### config.mk
export PLATFORM = sky130hd
export DESIGN_NAME = ccg_eval_arbiter
export DESIGN_NICKNAME = d
export VERILOG_FILES = /design/src/rtl/ccg_eval_arbiter.sv
export SDC_FILE = /design/constraint.sdc
export NUM_CORES = 1
export LEC_CHECK = 0
export CAP_MARGIN = 20
export CORE_ASPECT_RATIO = 1.1
export CORE_UTILIZATION = 27
export DETAILED_ROUTE_END_ITERATION = 16
export GPL_ROUTABILITY_DRIVEN = 1
export GPL_TIMING_DRIVEN = 0
export SETUP_SLACK_MARGIN = 0.05
export SLEW_MARGIN = 25
export SYNTH_ARGS = -nofsm -noshare
export SYNTH_HDL_FRONTEND = slang
export SYNTH_SLANG_ARGS = --single-unit
### constraint.sdc
create_clock -name clk -period 2.9 [get_ports clk]
set_input_delay 0.435 -clock clk [delete_from_list [all_inputs] [get_ports clk]]
set_output_delay 0.435 -clock clk [all_outputs]
set_load 0.02 [all_outputs]
### src/rtl/ccg_eval_arbiter.sv
// ccg_eval_arbiter: round-robin shared f1/f8 evaluator with one registered result stage; CCG_EVAL_STATS_EN adds eval_count
module ccg_eval_arbiter #(
  parameter int NREQ = 4,
  parameter int ID_W = 2,
  parameter int CNT_W = 16
) (
  input  logic            clk,
  input  logic            rst,
  input  logic [NREQ-1:0] req_valid,
  output logic [NREQ-1:0] req_ready,
  input  logic [NREQ-1:0] req_x2,
  input  logic [NREQ-1:0] req_x12,
  input  logic [NREQ-1:0] req_x21,
  input  logic [NREQ-1:0] req_x14,
  output logic            rsp_valid,
  input  logic            rsp_ready,
  output logic [ID_W-1:0] rsp_id,
  output logic            rsp_f1,
  output logic            rsp_f8,
  output logic            busy
`ifdef CCG_EVAL_STATS_EN
  , output logic [CNT_W-1:0] eval_count
`endif
);
  typedef enum logic {EMPTY, FULL} state_t;
  state_t state;
  logic [ID_W-1:0] rr_ptr, gid;
  logic found, can_accept, transfer;
  int idx;
  always_comb begin
    gid = '0;
    found = 1'b0;
    idx = 0;
    for (int k = 1; k <= NREQ; k++) begin
      idx = (int'(rr_ptr) + k) % NREQ;
      if (!found && req_valid[ID_W'(idx)]) begin
        found = 1'b1;
        gid = ID_W'(idx);
      end
    end
  end
  assign can_accept = (state == EMPTY) || rsp_ready;
  // no grant while reset is held, so nothing transfers into a cleared stage
  assign req_ready = (can_accept && found && !rst) ? (NREQ'(1) << gid) : '0;
  assign transfer = |req_ready;
  assign rsp_valid = state == FULL;
  assign busy = rsp_valid || (|req_valid);
  always_ff @(posedge clk or posedge rst)
    if (rst) begin
      state <= EMPTY;
      rsp_id <= '0;
      rsp_f1 <= 1'b0;
      rsp_f8 <= 1'b0;
      rr_ptr <= ID_W'(NREQ - 1);
`ifdef CCG_EVAL_STATS_EN
      eval_count <= '0;
`endif
    end else if (transfer) begin
      state <= FULL;
      rsp_id <= gid;
      rsp_f1 <= req_x21[gid] ^ (req_x2[gid] & req_x12[gid]);
      rsp_f8 <= req_x14[gid];
      rr_ptr <= gid;
`ifdef CCG_EVAL_STATS_EN
      eval_count <= eval_count + 1'b1;
`endif
    end else if (rsp_ready) begin
      state <= EMPTY;
    end
endmodule
-- Yosys cells after proc, flatten, opt, wreduce, memory -nomap -nowiden
Cells that the tools add are included.
- bitwise gates (word level): 3
- reductions and logical operators: 14
- shift operators: 1
- $add $sub $neg: 4
- muxes and demuxes: 31
- magnitude comparators: 5
- operators by type and width (kind ; number):
    $mux 1 ; 18
    $bmux 1 s2 ; 8
    $lt 2x4->1 const B ; 4
    $mux 2 ; 4
    $reduce_or 4->1 ; 2
    $logic_and 1x1->1 ; 5
    $add 2x1->2 const B ; 2
    $add 2x2->2 const B ; 2
    $logic_not 1->1 ; 4
    $mux 4 ; 1
    $shl 1x2->4 const A ; 1
    $lt 2x3->1 const B ; 1
    $logic_or 1x1->1 ; 2
    $reduce_bool 2->1 ; 1
    $and 1x1->1 ; 1
    $not 1->1 ; 1
    $xor 1x1->1 ; 1
- bits of input ports: 23
- register bits: 7
- logic and storage cells: 63
- output and inout port bits: 10

-- Depth between registers and ports, before layout
Gate-level depths: netlist of run 1.
- depth in word-level cells: 19
- depth in mapped cells: 5
- depth with buffers taken out: 5

-- Least setup slack after synthesis of run 1
OpenSTA, ideal clock, no wires.
- path type: flip-flop to output port
- from: register rr_ptr[0]
- to: output req_ready[0]
- arrival time: 1.716 ns
- buffers on the path: 0
- cell stages (with the launch flop): 6
- path slack: 0.749 ns
- data required time: 2.465 ns
- cell sequence: dfstp_2 -> nand2b_1 -> o21ai_0 -> a211oi_1 -> nand2_1 -> nor2_1
- cells in the longest elaborated chain, start to end: 17
- elaborated cells between the ends (all ways): 34
- classes of those cells: add/sub: 4; shift: 1; mux: 21; reduce/logical: 8
- RTL lines (element ; line ; text):
    start, declared ; 27 ; logic [ID_W-1:0] rr_ptr, gid;
    start signal, assigned ; 54 ; rr_ptr <= ID_W'(NREQ - 1);
    start signal, assigned ; 63 ; rr_ptr <= gid;
    $add 2x1->2 ; 35 ; idx = (int'(rr_ptr) + k) % NREQ;
    $bmux 1 s2 ; 36 ; if (!found && req_valid[ID_W'(idx)]) begin
    $mux 1 (implied by the code) (2 in a row) ; 36 ;
    $mux 1 ; 36 ;
    $logic_not 1->1 ; 36 ;
    $logic_and 1x1->1 ; 36 ;
    $mux 1 ; 36 ;
    $logic_not 1->1 ; 36 ;
    $logic_and 1x1->1 ; 36 ;
    $mux 1 ; 36 ;
    $logic_not 1->1 ; 36 ;
    $logic_and 1x1->1 ; 36 ;
    $mux 1 ; 36 ;
    $logic_and 1x1->1 (2 in a row) ; 44 ; assign req_ready = (can_accept && found && !rst) ? (NREQ'(1) << gid) : '0;
    $mux 4 * ; 44 ;
    end, declared ; 10 ; output logic [NREQ-1:0] req_ready,
Every way passes the cells marked *; elsewhere a longest branch is shown, timed or not. The select of a mux whose other input is x is not followed.

-- Final worst setup path of run 1
- from: input req_valid[1]
- to: output req_ready[1]
- cells in the longest elaborated chain, start to end: 16
- elaborated cells between the ends (all ways): 30
- classes of those cells: shift: 1; mux: 21; reduce/logical: 8
- RTL lines (element ; line ; text):
    start, declared ; 9 ; input logic [NREQ-1:0] req_valid,
    $bmux 1 s2 ; 36 ;
    $mux 1 (implied by the code) (2 in a row) ; 36 ;
    $mux 1 ; 36 ;
    $logic_not 1->1 ; 36 ;
    $logic_and 1x1->1 ; 36 ;
    $mux 1 ; 36 ;
    $logic_not 1->1 ; 36 ;
    $logic_and 1x1->1 ; 36 ;
    $mux 1 ; 36 ;
    $logic_not 1->1 ; 36 ;
    $logic_and 1x1->1 ; 36 ;
    $mux 1 ; 36 ;
    $logic_and 1x1->1 (2 in a row) ; 44 ;
    $mux 4 * ; 44 ;
Marks and branches as above.

==> results.json, run 1 <==
{
  "fillers": 164,
  "end_kind": "primary output",
  "yosysTopAreaCellShare": 0.254,
  "fin_util": 0.562,
  "gp_congestion": 0.746,
  "cp_max_fo": 6,
  "clock_tree.root_cell": "clkbuf_4",
  "r2r_start": "rr_ptr[0]$_DFFE_PP1P_",
  "ys_seq_area_frac": 0.361,
  "yosys_warnings": 0,
  "final-hold-violation-count": 0,
  "grt_pass1_vias": 516,
  "cts_htree_levels": 1,
  "antenna_found_initial": 0,
  "finalWirelength_microns": 1290,
  "hpwlAfterDp_microns": 998,
  "period_share": 0.909,
  "rsz0062_at_grt": "false",
  "diodes": 0,
  "seqPwrFrac": 0.323,
  "postRouteAntennaNets": 0,
  "wl_per_cell_microns": 11.1,
  "reg2reg_slack_ns": 1.16,
  "min_period_ns": 2.64,
  "max-clock-path-buffers": 2,
  "initial_core_util": 0.301,
  "grt_max_degree": 8,
  "drive_above_1_share": 0.121,
  "grt.overflow.total": 0,
  "crit_slowest_cell": "clkdlybuf4s50_1",
  "synthArstFlopShare": 1.00,
  "critPathArrivalTime_ns": 2.20,
  "synth_cells": 59,
  "syn2layout_area_growth_pct": 86.8,
  "io_pins": 33,
  "syn_area_per_cell_sq_um": 8.33,
  "p_clk_frac": 0.188,
  "fp.dieW_microns": 42.7,
  "rows": 15,
  "path_clk_slew_ns": 0.05,
  "vdd_ir_drop_max_uv": 249,
  "grt_pass1_wl_microns": 2180,
  "path_cells": "clkdlybuf4s50_1 -> inv_1 -> o21ai_0 -> a211oi_2 -> buf_4 -> buf_4 -> nor3_1 -> dlygate4sd2_1",
  "slew_viol_final": 0,
  "fmax_mhz": 379,
  "globalRouteTotalUtil": 0.152,
  "intPower_w": 0.000307,
  "yosysTopAreaCell": "dfrtp_1",
  "io_buffers": 32,
  "switchingPower_w": 0.000162,
  "core_area_sq_um": 1630,
  "powerDensity_nw_per_um2": 511,
  "comb_power_share": 0.490,
  "cts_hold_buf": 0,
  "synth_commonest_cells": "13 x nand2_1, 6 x nor2_1, 5 x dfrtp_1, 5 x nand2b_1",
  "finalPower_w": 0.000470,
  "design_area_sq_um": 918,
  "max_cap_violations": 0,
  "post-route-drc-count": 0,
  "synth_area_sq_um": 492,
  "slew_headroom": 0.763,
  "status": "finished, final reports clean",
  "ys_ff_latch": 7,
  "first_pass_iters": 3,
  "yosysMostFrequentCell": "nand2_1",
  "vias_per_cell": 4.92,
  "switching_share": 0.346,
  "die_h_microns": 46.8,
  "tightest_slew_ns": 0.354,
  "r2r_cells": 7,
  "required_ns": 2.47,
  "cp_common_cell": "buf_4",
  "postPlaceCellArea_sq_um": 833,
  "synth_edf_count": 0,
  "cts_tree": "done",
  "cts_sinks": 7,
  "p_leak_nw": 0.434,
  "r2r-end": "rsp_f8$_DFFE_PP0P_",
  "drt_iter0_markers": 6,
  "critical_path_class": "in -> out",
  "setup_viol": 0,
  "holdCritPathClass": "in -> async",
  "crit_path_start_kind": "input port",
  "routed-via-count": 571,
  "max_stage_delay_ns": 0.60,
  "die-area_sq_um": 2000,
  "skew_ns": 0.00535,
  "synthTopCellsByArea": "dfrtp_1 25%, dfstp_2 11%, nand2_1 9.9%",
  "yosysUniqueCellTypes": 22,
  "synthFlopType": "dfrtp_1",
  "numCtsBuffers": 3,
  "nNetsFinal": 123,
  "synth_nets": 82,
  "clk-insertion-delay-late_ns": 0.25
}
-- worst max-delay path: cells and delay by family --
family | cells | cell delay (ns)
AO/OA/AOI/OAI | 2 | 0.31
buffers and inverters | 5 | 1.30
AND/OR/NAND/NOR | 1 | 0.15
-- power by group through the flow --
stage | Sequential [W] | Combinational [W] | Clock (W)
after floorplan | 0.000170 | 0.0000906 | 0
after global placement | 0.000151 | 0.000210 | 0
after detailed placement | 0.000151 | 0.000210 | 0
after CTS | 0.000152 | 0.000230 | 0.0000902
after global routing | 0.000154 | 0.000247 | 0.0000959
final | 0.000151 | 0.000230 | 0.0000881
-- routing by layer --
layer / wire, microns / vias up / global-route usage / part of all wire
li1: - / 286 / - / -
met1: 566 / 254 / 0.199 / 0.44
met2: 608 / 27 / 0.227 / 0.47
met3: 84 / 4 / 0.0500 / 0.065
met4: 27 / 0 / 0.0750 / 0.021
met5: 0 / - / 0 / 0
-- worst max-delay path by stage --
stage,startpoint,depth (start not counted),endpoint
finish,req_valid[1],8,req_ready[1]
global route,req_valid[1],8,req_ready[1]
CTS,req_valid[3],7,req_ready[0]
detailed placement,req_valid[3],7,req_ready[0]
global placement,req_valid[3],7,req_ready[0]
floorplan,rr_ptr[0]$_DFFE_PP1P_,5,req_ready[0]
-- flip-flops by register name, indices dropped and copies added, names as in the netlist --
signal and count:
rsp_id 2, rsp_f8 1, rsp_valid 1, rsp_f1 1
rr_ptr 2
-- what timing repair did --
| item | in CTS | in global routing |
|---|---|---|
| pin swaps | 2 | 0 |
| hold endpoints to repair | 0 | 0 |
| setup buffers | 3 | 1 |
| endpoints found under the setup margin | 4 | 3 |
| gates resized for setup | 3 | 5 |
-- cell families after synthesis --
group	Yosys count	synth area share
buffers and inverters	2	0.0153
and+or+nand+nor	33	0.321
muxes	3	0.0611
xor gates and xnor gates	4	0.0713
DFF	7	0.361
AOI/OAI and AO/OA	10	0.170
-- cell type report --
class / instances / area [sq um] / share of cell area
inverter: 2 / 7.51 / 0.00817
tap: 17 / 21.3 / 0.0232
timing repair buffer: 36 / 359 / 0.391
sequential: 7 / 178 / 0.193
multi-input combinational: 50 / 327 / 0.356
clock buffer: 4 / 26.3 / 0.0286
-- layout by cell type, fill, tap and decap left out, drive strengths merged, types with 3 or more instances in the layout --
| cell type | instances |
|---|---|
| clkdlybuf4s50 | 27 |
| nand2b | 5 |
| nor2 | 6 |
| clkbuf | 4 |
| xnor2 | 3 |
| nand2 | 13 |
| dlymetal6s2s | 4 |
| buf | 4 |
| mux2i | 3 |
| dfrtp | 5 |
-- through the flow --
stage | hold WS [ns] | TNS, ns | cells | setup WS [ns]
2_1_floorplan | 0.237 | 0 | 59 | 0.749
3_3_place_gp | 0.478 | -0.807 | 108 | -0.383
3_5_place_dp | 0.485 | -0.898 | 108 | -0.416
4_1_cts | 0.469 | 0 | 115 | 0.0368
5_1_grt | 0.505 | 0 | 116 | 0.111
6_report | 0.464 | 0 | 116 | 0.265
Note: power is estimated with default switching activity, not from simulation.
==> run 2: changes to the inputs <==
- HOLD_SLACK_MARGIN: unset -> 0.03
==> results of run 2 <==
Final layout, timing and power as in run 1 (identical DEF).
